## src/rtl/pio_dma_sched_pkg.sv

```systemverilog
// Shared definitions for the PIO DMA write scheduler: FSM state encoding and default TLP size.
package pio_dma_sched_pkg;

  localparam int DMA_TLP_WORDS = 32;

  typedef enum logic [2:0] {
    S_IDLE  = 3'd0,
    S_ARM   = 3'd1,
    S_START = 3'd2,
    S_BURST = 3'd3,
    S_GAP   = 3'd4,
    S_DONE  = 3'd5
  } state_t;

endpackage

```

## src/rtl/pio_dma_addr_gen.sv

```systemverilog
// DMA address generator: loads the host base, advances per TLP, counts completed TLPs.
// Optional DMA_HALF_IRQ_EN adds the half-buffer compare output.
module pio_dma_addr_gen #(
  parameter int TLP_WORDS = 32,
  parameter int NTLP_W    = 16
) (
  input  logic              clk,
  input  logic              rst_n,
  input  logic              load,
  input  logic              advance,
  input  logic [29:0]       host_base,
  input  logic [NTLP_W-1:0] buf_ntlp,
  output logic [29:0]       dma_addr,
  output logic [NTLP_W-1:0] tlp_cnt,
  output logic              cnt_done
`ifdef DMA_HALF_IRQ_EN
  , output logic            half_hit
`endif
);

  logic [NTLP_W-1:0] ntlp_lat;

  always_ff @(posedge clk or negedge rst_n) begin
    if (!rst_n) begin
      dma_addr <= '0;
      tlp_cnt  <= '0;
      ntlp_lat <= '0;
    end else if (load) begin
      dma_addr <= host_base;
      tlp_cnt  <= '0;
      ntlp_lat <= buf_ntlp;
    end else if (advance) begin
      // 30-bit DWORD address wraps naturally at the top of the 4 GB space
      dma_addr <= dma_addr + 30'(TLP_WORDS);
      if (tlp_cnt != ntlp_lat) tlp_cnt <= tlp_cnt + 1'b1;
    end
  end

  assign cnt_done = (tlp_cnt == ntlp_lat);

`ifdef DMA_HALF_IRQ_EN
  assign half_hit = (ntlp_lat >= NTLP_W'(2)) && (tlp_cnt == (ntlp_lat >> 1));
`endif

endmodule

```

## src/rtl/pio_dma_sched.sv

```systemverilog
// Host-bound DMA write TLP scheduler for the PIO endpoint TX engine.
// Optional DMA_HALF_IRQ_EN adds a half-buffer interrupt pulse and the irq_half port.
//
// state   | meaning
// IDLE    | no buffer active, waiting for run + bus master + nonzero TLP count
// ARM     | waiting for a full TLP in the FIFO and no pending read completion
// START   | one-cycle dma_start pulse to the TX engine
// BURST   | counting payload words consumed by the TX engine
// GAP     | forced idle spacing after a TLP, then decide next TLP or done
// DONE    | one-cycle buffer-done interrupt request
module pio_dma_sched
  import pio_dma_sched_pkg::*;
#(
  parameter int TLP_WORDS = DMA_TLP_WORDS,
  parameter int NTLP_W    = 16,
  parameter int GAP_CYC   = 4
) (
  input  logic              clk,
  input  logic              rst_n,
  input  logic              cfg_bus_mstr_enable,
  input  logic              ctrl_run,
  input  logic              ctrl_abort,
  input  logic [29:0]       host_base,
  input  logic [NTLP_W-1:0] buf_ntlp,
  input  logic [15:0]       fifo_words,
  input  logic              req_compl,
  input  logic              dma_rd_en,
  output logic              dma_start,
  output logic [29:0]       dma_addr,
  output logic              dma_busy,
  output logic [NTLP_W-1:0] tlp_cnt,
  output logic              irq_req
`ifdef DMA_HALF_IRQ_EN
  , output logic            irq_half
`endif
);

  localparam int              WC_W     = $clog2(TLP_WORDS) + 1;
  localparam logic [WC_W-1:0] WC_LAST  = WC_W'(TLP_WORDS - 1);
  localparam logic [3:0]      GAP_LOAD = (GAP_CYC == 0) ? 4'd0 : 4'(GAP_CYC - 1);

  state_t          state_q, state_d;
  logic [WC_W-1:0] word_cnt;
  logic [3:0]      gap_cnt;
  logic            abort_lat;
  logic            cnt_done;
  logic            load;
  logic            last_word;
  logic            start_ok;
  logic            stop_req;
`ifdef DMA_HALF_IRQ_EN
  logic            half_hit;
`endif

  assign load      = (state_q == S_IDLE) && ctrl_run && cfg_bus_mstr_enable && (buf_ntlp != '0);
  assign last_word = (state_q == S_BURST) && dma_rd_en && (word_cnt == WC_LAST);
  assign start_ok  = cfg_bus_mstr_enable && !req_compl && (fifo_words >= 16'(TLP_WORDS));
  assign stop_req  = ctrl_abort || !ctrl_run;
  assign dma_busy  = (state_q != S_IDLE);

  pio_dma_addr_gen #(
    .TLP_WORDS(TLP_WORDS),
    .NTLP_W   (NTLP_W)
  ) u_addr_gen (
    .clk      (clk),
    .rst_n    (rst_n),
    .load     (load),
    .advance  (last_word),
    .host_base(host_base),
    .buf_ntlp (buf_ntlp),
    .dma_addr (dma_addr),
    .tlp_cnt  (tlp_cnt),
    .cnt_done (cnt_done)
`ifdef DMA_HALF_IRQ_EN
    , .half_hit(half_hit)
`endif
  );

  always_ff @(posedge clk or negedge rst_n) begin
    if (!rst_n) state_q <= S_IDLE;
    else        state_q <= state_d;
  end

  always_comb begin
    state_d   = state_q;
    dma_start = 1'b0;
    irq_req   = 1'b0;
`ifdef DMA_HALF_IRQ_EN
    irq_half  = 1'b0;
`endif
    case (state_q)
      S_IDLE:  if (load) state_d = S_ARM;
      S_ARM: begin
        if (abort_lat || stop_req) state_d = S_DONE;
        else if (start_ok)         state_d = S_START;
      end
      S_START: begin
        dma_start = 1'b1;
        state_d   = S_BURST;
      end
      S_BURST: if (last_word) state_d = S_GAP;
      S_GAP: begin
        if (gap_cnt == 4'd0) begin
`ifdef DMA_HALF_IRQ_EN
          if (half_hit) begin
            irq_req  = 1'b1;
            irq_half = 1'b1;
          end
`endif
          if (cnt_done || abort_lat || stop_req || !cfg_bus_mstr_enable) state_d = S_DONE;
          else                                                          state_d = S_ARM;
        end
      end
      S_DONE: begin
        irq_req = 1'b1;
        state_d = S_IDLE;
      end
      default: state_d = S_IDLE;
    endcase
  end

  always_ff @(posedge clk or negedge rst_n) begin
    if (!rst_n) begin
      word_cnt  <= '0;
      gap_cnt   <= '0;
      abort_lat <= 1'b0;
    end else begin
      if (state_q == S_START)                  word_cnt <= '0;
      else if (state_q == S_BURST && dma_rd_en) word_cnt <= word_cnt + 1'b1;

      if (last_word)                               gap_cnt <= GAP_LOAD;
      else if (state_q == S_GAP && gap_cnt != 4'd0) gap_cnt <= gap_cnt - 4'd1;

      // losing bus mastership once a TLP is under way ends the buffer after that TLP
      if (state_q == S_IDLE)
        abort_lat <= 1'b0;
      else if (stop_req ||
               (!cfg_bus_mstr_enable && state_q inside {S_START, S_BURST, S_GAP}))
        abort_lat <= 1'b1;
    end
  end

endmodule

```

## config.mk

```make
export PLATFORM = sky130hd
export DESIGN_NAME = pio_dma_sched
export DESIGN_NICKNAME = d
export VERILOG_FILES = /design/src/rtl/pio_dma_sched_pkg.sv /design/src/rtl/pio_dma_addr_gen.sv /design/src/rtl/pio_dma_sched.sv
export SDC_FILE = /design/constraint.sdc
export NUM_CORES = 1
export LEC_CHECK = 0
export ABC_AREA = 1
export CORE_MARGIN = 4
export CORE_UTILIZATION = 27
export CTS_CLUSTER_DIAMETER = 50
export DETAILED_ROUTE_END_ITERATION = 10
export HOLD_SLACK_MARGIN = 0.06
export MAX_ROUTING_LAYER = met4
export PLACE_DENSITY_LB_ADDON = 0.08
export RECOVER_POWER = 25
export SYNTH_ARGS = -nofsm -noshare
export SYNTH_HDL_FRONTEND = slang
export SYNTH_SLANG_ARGS = --single-unit
```

## constraint.sdc

```tcl
create_clock -name clk -period 1.7 [get_ports clk]
set_input_delay 0.34 -clock clk [delete_from_list [all_inputs] [get_ports clk]]
set_output_delay 0.34 -clock clk [all_outputs]
set_load 0.02 [all_outputs]
```

# Yosys cells after proc, flatten, opt, wreduce, memory -nomap -nowiden
# Index checks and enable logic that the tools add are counted.
op_classes:
  add_sub_neg: 4
  mul: 0
  n_div: 0
  order_cmp: 1
  eq_ne: 12
  n_shift: 0
  muxes: 20
  bitwise_logic: 0
  reduce_logical: 31
op_table:
  columns: ["op", "n"]
  rows:
  - ["$mux W30", 2]
  - ["$mux W16", 3]
  - ["$add A30 B6 Y30 const B", 1]
  - ["$mux W3", 6]
  - ["$add A16 B1 Y16 const B", 1]
  - ["$eq A16 B16 Y1", 1]
  - ["$ge A16 B6 Y1 const B", 1]
  - ["$ne A16 B16 Y1", 1]
  - ["$reduce_bool A16 Y1", 1]
  - ["$pmux W3 S5", 1]
  - ["$mux W6", 2]
  - ["$reduce_bool A2 Y1", 5]
  - ["$logic_and A1 B1 Y1", 9]
  - ["$mux W4", 2]
  - ["$add A6 B1 Y6 const B", 1]
  - ["$eq A3 B2 Y1 const B", 2]
  - ["$eq A3 B3 Y1 const B", 2]
  - ["$eq A6 B5 Y1 const B", 1]
  - ["$logic_or A1 B1 Y1", 6]
  - ["$ne A2 B2 Y1 const B", 3]
  - ["$reduce_bool A3 Y1", 2]
  - ["$logic_not A4 Y1", 1]
  - ["$mux W1", 4]
  - ["$reduce_and A4 Y1", 1]
  - ["7 further kinds", 9]
totals:
  register_bits: 76
  latchBits: 0
  ramBits: 0
  mem_bits_ro: 0
  input_bits: 69
  word_cells: 75
  n_memories: 0

# Logic depth before layout (Yosys ltp)
# Gate-level depths: netlist (run 1).
logic_depth:
  ltp_word: 7
  mapped_depth: 13
  mapped_depth_nobuf: 12

# Cells and area by module
# A second synthesis (run 1) with hierarchy kept.
unflattened:
  cells_unflattened: 693
  area_unflattened_um2: 4772.1
modules_own_cells:
  columns: ["module", "instances", "cells_each", "area_per_inst_um2", "seq_area_each_um2"]
  rows:
  - ["pio_dma_addr_gen", 1, 549, 3789.9, 1551.5]
  - ["pio_dma_sched", 1, 144, 982.2, 350.3]

# Worst setup path after synthesis (run 1)
# Ideal clock, no wire load.
synth_timing:
  path_type: "reg-to-reg"
  startpoint: "reg u_addr_gen.dma_addr[5]"
  endpoint: "reg u_addr_gen.dma_addr[17]"
  setup_ns: 0.117
  arrival_ns: 1.578
  setup_slack_ns: 0.005
  path_stages_with_launch: 10
  path_cell_list: "dfrtp_1 -> ha_1 -> nand3_1 -> nor2_2 -> nand2_1 -> nor2_1 -> xnor2_1 -> nand2_1 -> nand3_1 -> nand2_1"
synth_between:
  elab_chain_cells: 3
synth_lines:
  columns: ["element", "line_no", "source"]
  rows:
  - ["from (decl)", "pio_dma_addr_gen.sv:13", "output logic [29:0] dma_addr,"]
  - ["from (signal assigned)", "pio_dma_addr_gen.sv:29", "dma_addr <= host_base;"]
  - ["from (signal assigned)", "pio_dma_addr_gen.sv:34", "dma_addr <= dma_addr + 30'(TLP_WORDS);"]
  - ["$add A30 B6 Y30", "pio_dma_addr_gen.sv:34", null]
  - ["$mux W30", "pio_dma_addr_gen.sv:32", "end else if (advance) begin"]
  - ["$mux W30", "pio_dma_addr_gen.sv:28", "end else if (load) begin"]
# No other way between the ends. The select of a mux whose other input is x is not followed.
# A chain may end at the register's enable or synchronous reset.

# Worst setup path after layout (run 1)
layout_timing:
  startpoint: "reg state_q[2]"
  endpoint: "reg u_addr_gen.dma_addr[23]"
layout_between:
  elab_chain_cells: 5
layout_lines:
  columns: ["element", "line_no", "source"]
  rows:
  - ["from (decl)", "pio_dma_sched.sv:42", "state_t state_q, state_d;"]
  - ["from (signal assigned)", "pio_dma_sched.sv:81", "else state_q <= state_d;"]
  - ["$logic_not A3 Y1", "pio_dma_sched.sv:55", "assign load = (state_q == S_IDLE) && ctrl_run && cfg_bus_mstr_enable && (buf_ntlp != '0);"]
  - ["$logic_and A1 B1 Y1 (3 in series)", "pio_dma_sched.sv:55", null]
  - ["$mux W30 or $reduce_bool A2 Y1 (tied branches)", null, null]
# Several ways; a longest one is shown, not always the timed one.

==> metrics.md, run 1 <==
| Metric | Value |
|---|---|
| Cells after synthesis | 696 |
| Filler Cell Count | 1,749 |
| Clock-pin slew on the worst setup and hold paths | 0.07 ns |
| Initial antenna violation count | 0 |
| # clock sinks | 76 |
| #FFs+latches synth | 76 |
| CP top delay family | simple AND/OR/NAND/NOR gates |
| RSZ-0062 raised after global routing | yes |
| Net switching power | 0.00491 W |
| Total grt overflow | 0 |
| Critical path launch point | state_q[2] |
| Largest net degree at the start of global routing | 33 |
| Combinational share of power | 52.2% |
| Critical Path RT | 1.92 ns |
| Final hold violations | 0 |
| Seq/Total Area, Yosys | 39.7% |
| Ys flop type | dfrtp_1 |
| Htree depth | 3 |
| WP depth | 10 |
| Cell row count | 48 |
| Pre-antenna DRT Iters | 5 |
| Vias after detailed routing | 5,188 |
| RR Endpoint | u_addr_gen.dma_addr[23] |
| # DRC | 0 |
| Post-DP Area | 6800 µm² |
| Avg Inst Size Synth | 6.89 µm² |
| Actual slew at the worst max-slew pin | 0.713 ns |
| Post-Route WL | 16.5 mm |
| CP Buf/Inv Count | 4 |
| Hold worst-path end | u_addr_gen.ntlp_lat[1] |
| Internal Power | 0.00636 W |
| Clock latency on the worst-skew pair | 0.34 ns |
| Hold WC Path Type | primary input to flip-flop |
| Synth Warn # | 0 |
| Max-cap viol count | 0 |
| DP Worst Slack | -0.456 ns |
| DIE AREA | 20,000 µm² |
| Final Wtd Congestion | 0.904 |
| Worst-path cell chain | inv_2 -> buf_4 -> nand2_2 -> nor2_4 -> nand2_4 -> buf_6 -> buf_6 -> or2_1 -> nand3_1 -> nand2_1 |
| RR Startpoint | state_q[2] |
| Synth area leaders | dfrtp_1, nand2_1, inv_1, nor2_1, nand3_1 |
| HPWL after detailed placement | 12.0 mm |
| Slew HR | 52.5% |
| Register area | 1920 µm² |
| Syn nets | 769 |
| Root Driver | clkbuf_16 |
| WHS Path Cells | 4 |
| Yosys top cell by area | dfrtp_1 |
| Clock network fraction of total power | 17.2% |
| Cell Pwr Density | 1480 nW/µm² |
| Most frequent CP cell | buf_6 |
| Leak | 3.72 nW |
| Worst path max stage delay | 0.39 ns |
| Worst VDD drop | 0.605 mV |
| CP Max Fanout | 6 |
| Setup violators final | 0 |
| Switching share of total power | 43.6% |
| Area growth, synth to finish | 59.1% |
| Design area | 7630 µm² |
| Fmax | 0.598 GHz |
| Post-layout min period | 1.67 ns |
| Die Wd | 141 µm |
| Fin nets | 986 |
| R2r worst-path depth | 10 |
| Die height | 141 µm |
| Worst-case clock buffer depth | 2 |
| Vias in the first global route | 5,167 |
| Worst Hold Launch | buf_ntlp[1] |
| Startpoint class of the critical path | flip-flop |
| Post-synth cell types | 35 |
| Top post-synthesis cells by count | nand2_1, dfrtp_1, inv_1, nor2_1, nand3_1 |
| Crit share post-route | 98.4% |
| Routed wire per std cell | 14.4 µm |
| Most common cell in the netlist | nand2_1 |
| Slowest cell on the critical path | dfrtp_1 |
| Footprint of the multi-input gates | 2690 µm² |
| Iter 0 DRT Violations | 230 |
| Worst Skew | 0.00915 ns |
| Final Max Tran Viols | 0 |
| Status | completed |
| Number of flops mapped to enable cells by yosys | 0 |
| Final setup margin | 0.0273 ns |
| Ys async rst share | 100% |
| Antenna Nets Post-Route | 0 |
| Num CTS Buffers | 9 |
| Share of layout cells above drive strength 1 | 26.5% |
| Critical path arrival | 1.90 ns |
| Io pins | 118 |
| Reg-to-reg slack, setup | 0.03 ns |
| Initial Utilization | 27.6% |
| Hold slack | 0.395 ns |
| CTS tree | done |
| GRT Util Overall | 17.0% |
| Share of power burned in registers | 30.6% |
| Synthesized cell area | 4790 µm² |
| CP Capture Type | flip-flop |
| Port Buffers | 112 |
| Diodes inserted | 0 |
| Crit Path Category | flip-flop to flip-flop |
| Via density | 4.54 |
| Area of the core | 17,400 µm² |
| Synth top area share | 39.7% |
| First-pass GRT wire length | 26.5 mm |
[per-stage QoR]
step / power, W / TNS, ns / cells / utilization [%]
5_1_grt: 0.0122 / -1.85 / 1143 / 43.9
6_report: 0.0113 / 0 / 1143 / 43.9
4_1_cts: 0.0111 / -0.0763 / 1138 / 42.8
2_1_floorplan: 0.00632 / 0 / 696 / -
3_5_place_dp: 0.00906 / -24.90 / 1094 / 39.2
3_3_place_gp: 0.00903 / -23.52 / 1094 / 39.2
[repair_timing]
| item | in CTS | in global routing |
|---|---|---|
| endpoints found under the hold margin | 23 | 0 |
| pin swaps | 14 | 29 |
| hold buffers | 1 | 0 |
| gates cloned | 3 | 1 |
| buffers inserted | 27 | 7 |
| setup endpoints to repair | 92 | 53 |
| gates resized for setup | 97 | 82 |
[state kept, by name (all words and copies together) (netlist names)]
| signal | cells |
|---|---|
| abort_lat | 1 |
| gap_cnt | 4 |
| state_q | 3 |
| u_addr_gen.dma_addr | 30 |
| u_addr_gen.ntlp_lat | 16 |
| u_addr_gen.tlp_cnt | 16 |
| word_cnt | 6 |
[worst reg2reg max path, cell delays in order (launching register included)]
cell and delay [ns]:
dfrtp_1 0.39, inv_2 0.11, buf_4 0.12, nand2_2 0.07
nor2_4 0.13, nand2_4 0.08, buf_6 0.13, buf_6 0.13
or2_1 0.25, nand3_1 0.09, nand2_1 0.07
[power groups by stage]
stage | logic, W | clock network (W) | registers [W]
3_3_place_gp | 0.00560 | 0 | 0.00343
6_report | 0.00588 | 0.00194 | 0.00345
2_1_floorplan | 0.00244 | 0 | 0.00388
5_1_grt | 0.00651 | 0.00209 | 0.00359
4_1_cts | 0.00569 | 0.00201 | 0.00341
3_5_place_dp | 0.00562 | 0 | 0.00344
[layer usage]
metal,vias to the layer above,global-route usage (%),share of wire [%]
li1,2632,-,-
met1,2390,23.3,48
met2,146,26.5,46
met3,20,2.46,4.6
met4,0,4.54,1.2
met5,-,-,0
[worst max path at each step]
stage | endpoint | slack (ns)
2_1_floorplan | u_addr_gen.dma_addr[17] | 0.005
3_3_place_gp | u_addr_gen.tlp_cnt[13] | -0.43
3_5_place_dp | u_addr_gen.tlp_cnt[15] | -0.46
4_1_cts | word_cnt[5] | -0.03
5_1_grt | u_addr_gen.dma_addr[23] | -0.08
6_report | u_addr_gen.dma_addr[23] | 0.03
[layout make-up]
| type | instances | share of cell area [%] |
|---|---|---|
| clock buffers | 9 | 2.95 |
| inverters | 89 | 4.54 |
| well taps | 225 | 3.69 |
| flip-flops and latches | 76 | 25.2 |
| repair buffers | 223 | 27.5 |
| multi-input cells | 514 | 35.3 |
| clock inverters | 7 | 0.886 |
[layout by cell type (no fill, tap or decap), types with 8 or more instances in the layout]
cell type	instances
nand3_2	8
buf_12	9
buf_4	90
nand4_1	12
nor2_4	8
nor3_1	11
inv_2	22
nand3_1	38
dlygate4sd2_1	45
nand2_2	12
inv_1	64
nor2_1	61
clkdlybuf4s50_1	59
xor2_1	16
dfrtp_1	63
o21ai_0	30
clkbuf_16	10
o21ai_2	18
nor2_2	11
dfrtp_2	13
nand2_1	228
o211ai_1	9
[cell families after synthesis]
group / Yosys count / share of synthesized area [%]
XOR/XNOR: 20 / 3.65
buffers and inverters: 106 / 9.21
flip-flops: 76 / 39.7
AND/OR/NAND/NOR: 417 / 37.1
AO/OA/AOI/OAI: 73 / 9.29
adder cells (fa/ha/maj): 4 / 1.04
(Power assumes the default switching activity.)
==> run 2, diff against run 1 <==
--- a/config.mk
+++ b/config.mk
@@ -14,6 +14,7 @@
 export MAX_ROUTING_LAYER = met4
 export PLACE_DENSITY_LB_ADDON = 0.08
 export RECOVER_POWER = 25
+export SETUP_SLACK_MARGIN = 0.05
 export SYNTH_ARGS = -nofsm -noshare
 export SYNTH_HDL_FRONTEND = slang
 export SYNTH_SLANG_ARGS = --single-unit
==> metrics.md, run 2 (synthesis results as in run 1) <==
| Metric | Value |
|---|---|
| Status | finished, violations left |
| Failing checks | negative setup slack |
| Final Max Tran Viols | 0 (unchanged) |
| Post-Place Cells | 1,093 (-0.091%) |
| Worst-case clock buffer depth | 2 (unchanged) |
| Via density | 4.56 (+0.53%) |
| Area growth, synth to finish | 69.2% |
| Share of layout cells above drive strength 1 | 31.5% (+5.0 points) |
| Final hold violations | 0 (unchanged) |
| Fmax | 0.565 GHz (-5.5%) |
| CTS tree | done |
| Filler Cell Count | 1,757 (+0.46%) |
| Cell row count | 48 (unchanged) |
| Final instance count without filler cells | 1,174 (+2.7%) |
| Hold worst-path end | u_addr_gen.ntlp_lat[14] |
| Max-cap viol count | 0 (unchanged) |
| Reg-to-reg slack, setup | -0.07 ns (-0.10 ns) |
| RSZ-0062 raised after global routing | yes |
| Cell Pwr Density | 1500 nW/µm² (+1.4%) |
| Num CTS Buffers | 9 (unchanged) |
| # clock sinks | 76 (unchanged) |
| Die Wd | 141 µm (unchanged) |
| Crit Path Category | flip-flop to flip-flop |
| Initial antenna violation count | 0 (unchanged) |
| Largest registers | u_addr_gen.dma_addr x30, u_addr_gen.ntlp_lat x16, u_addr_gen.tlp_cnt x16 |
| Final Wtd Congestion | 0.911 (+0.69%) |
| Post-Route WL | 17.0 mm (+3.0%) |
| Diodes inserted | 0 (unchanged) |
| DIE AREA | 20,000 µm² (unchanged) |
| RR Startpoint | state_q[2] |
| Initial Utilization | 27.6% (unchanged) |
| Worst Hold Launch | buf_ntlp[14] |
| Leak | 4.07 nW (+9.3%) |
| Antenna Nets Post-Route | 0 (unchanged) |
| Setup violators final | 23 (+23) |
| Iter 0 DRT Violations | 266 (+16%) |
| GRT Util Overall | 17.6% (+0.55 points) |
| Final core occ | 46.7% (+2.8 points) |
| Htree depth | 3 (unchanged) |
| Routed wire per std cell | 14.4 µm (+0.30%) |
| Startpoint class of the critical path | flip-flop |
| Commonest non-fill, non-tap cell in the layout | nand2_1 |
| Critical path arrival | 2.04 ns (+0.14 ns) |
| Area of the core | 17,400 µm² (unchanged) |
| Worst VDD drop | 0.751 mV (+24%) |
| Io pins | 118 (unchanged) |
| Footprint of the multi-input gates | 2830 µm² (+5.2%) |
| Die height | 141 µm (unchanged) |
| Clock-pin slew on the worst setup and hold paths | 0.07 ns (about the same) |
| Largest net degree at the start of global routing | 35 (+6.1%) |
| First-pass GRT wire length | 27.4 mm (+3.3%) |
| CP Max Fanout | 5 (-1) |
| Final setup margin | -0.0702 ns (-0.0975 ns) |
| Max reg flops | 30 (unchanged) |
| Port Buffers | 112 (unchanged) |
| Most frequent cells in the layout | nand2_1, buf_4, inv_1, dfrtp_1, nor2_1 |
| Vias after detailed routing | 5,357 (+3.3%) |
| R2r worst-path depth | 13 (+3) |
| WHS Path Cells | 3 (-1) |
| Vias in the first global route | 5,412 (+4.7%) |
| CP Capture Type | flip-flop |
| Clock latency on the worst-skew pair | 0.34 ns (about the same) |
| Root Driver | clkbuf_16 |
| Crit share post-route | 104% (+5.7 points) |
| Total grt overflow | 0 (unchanged) |
| Pre-antenna DRT Iters | 5 (unchanged) |
| HPWL after detailed placement | 12.1 mm (+0.69%) |
| Register area | 1920 µm² (about the same) |
| Most flops, register | u_addr_gen.dma_addr |
| Fin nets | 1,017 (+3.1%) |
| Worst Skew | 0.00985 ns (+0.000703 ns) |
| Post-layout min period | 1.77 ns (+0.0975 ns) |
| RR Endpoint | u_addr_gen.tlp_cnt[12] |
| Critical Path RT | 1.97 ns (+0.05 ns) |
| # DRC | 0 (unchanged) |
| Hold WC Path Type | primary input to flip-flop |
| Slew HR | 48.5% (-4.0 points) |
| Actual slew at the worst max-slew pin | 0.773 ns (+0.0594 ns) |
run 2: cell count changes in the layout (fill, tap and decap cells not counted), sizes merged:
| cell | before | now |
|---|---|---|
| inv | 89 | 90 |
| clkdlybuf4s50 | 59 | 47 |
| buf | 111 | 144 |
| dlygate4sd2 | 45 | 56 |
| clkinvlp | 3 | 2 |
| clkbuf | 12 | 11 |
run 2: what timing repair did:
| item | 4_1_cts | 5_1_grt |
|---|---|---|
| hold buffers | 1 | 0 |
| setup buffers | 48 | 18 |
| gates cloned | 5 | 2 |
| pin swaps | 33 | 36 |
| setup endpoints to repair | 114 | 73 |
| endpoints found under the hold margin | 26 | 0 |
| gates resized for setup | 168 | 82 |
run 2: critical path, stage by stage, from the launching register on:
cell	delay, ns
dfrtp_1	0.39
inv_2	0.10
nand2_4	0.06
nor2_4	0.09
nand2_2	0.08
nor3_4	0.27
buf_6	0.15
nand2_4	0.07
nand2_8	0.07
buf_12	0.10
buf_12	0.09
buf_12	0.12
nand2_4	0.04
o21ai_2	0.05
run 2: how the worst max path moves through the flow:
| stage | slack [ns] | end | cells after the start | start |
|---|---|---|---|---|
| finish | -0.07 | u_addr_gen.tlp_cnt[12] | 13 | state_q[2] |
| floorplan | 0.08 | u_addr_gen.tlp_cnt[14] | 13 | u_addr_gen.tlp_cnt[2] |
| detailed placement | -0.46 | u_addr_gen.tlp_cnt[12] | 11 | buf_ntlp[11] |
| CTS | -0.11 | u_addr_gen.tlp_cnt[12] | 13 | state_q[2] |
| global placement | -0.43 | u_addr_gen.tlp_cnt[13] | 11 | buf_ntlp[10] |
| global route | -0.15 | u_addr_gen.tlp_cnt[7] | 14 | u_addr_gen.tlp_cnt[3] |
run 2: layout make-up:
class	count	area share, %
well taps	225	3.47
repair buffers	254	30.1
inverters	89	4.27
clock inverters	7	0.941
flip-flops and latches	76	23.6
multi-input cells	514	34.9
clock buffers	9	2.78
run 2: through the flow:
stage | total power, W | cell area, µm² | setup WS [ns] | hold WS, ns | setup TNS, ns
CTS | 0.0117 | 7840 | -0.114 | 0.398 | -1.40
global placement | 0.00900 | 6770 | -0.433 | 0.305 | -24.84
detailed placement | 0.00904 | 6770 | -0.464 | 0.307 | -26.72
global route | 0.0131 | 8110 | -0.148 | 0.304 | -3.78
floorplan | 0.00633 | 4800 | 0.0764 | 0.0444 | 0
finish | 0.0122 | 8110 | -0.0702 | 0.293 | -0.870
run 2: metal layers:
layer  global-route usage, %  wire [µm]  vias up
met5                       -          0        -
met2                    28.4       8120      128
li1                        -          -     2697
met1                    23.0       7970     2512
met3                    2.22        617       20
met4                    5.56        250        0
run 2: where the power goes:
group | total (W) | switching (W) | internal, W
clock | 0.00200 | 0.000853 | 0.00115
sequential | 0.00343 | 0.000853 | 0.00258
combinational | 0.00672 | 0.00359 | 0.00313
total | 0.0122 | 0.00529 | 0.00686
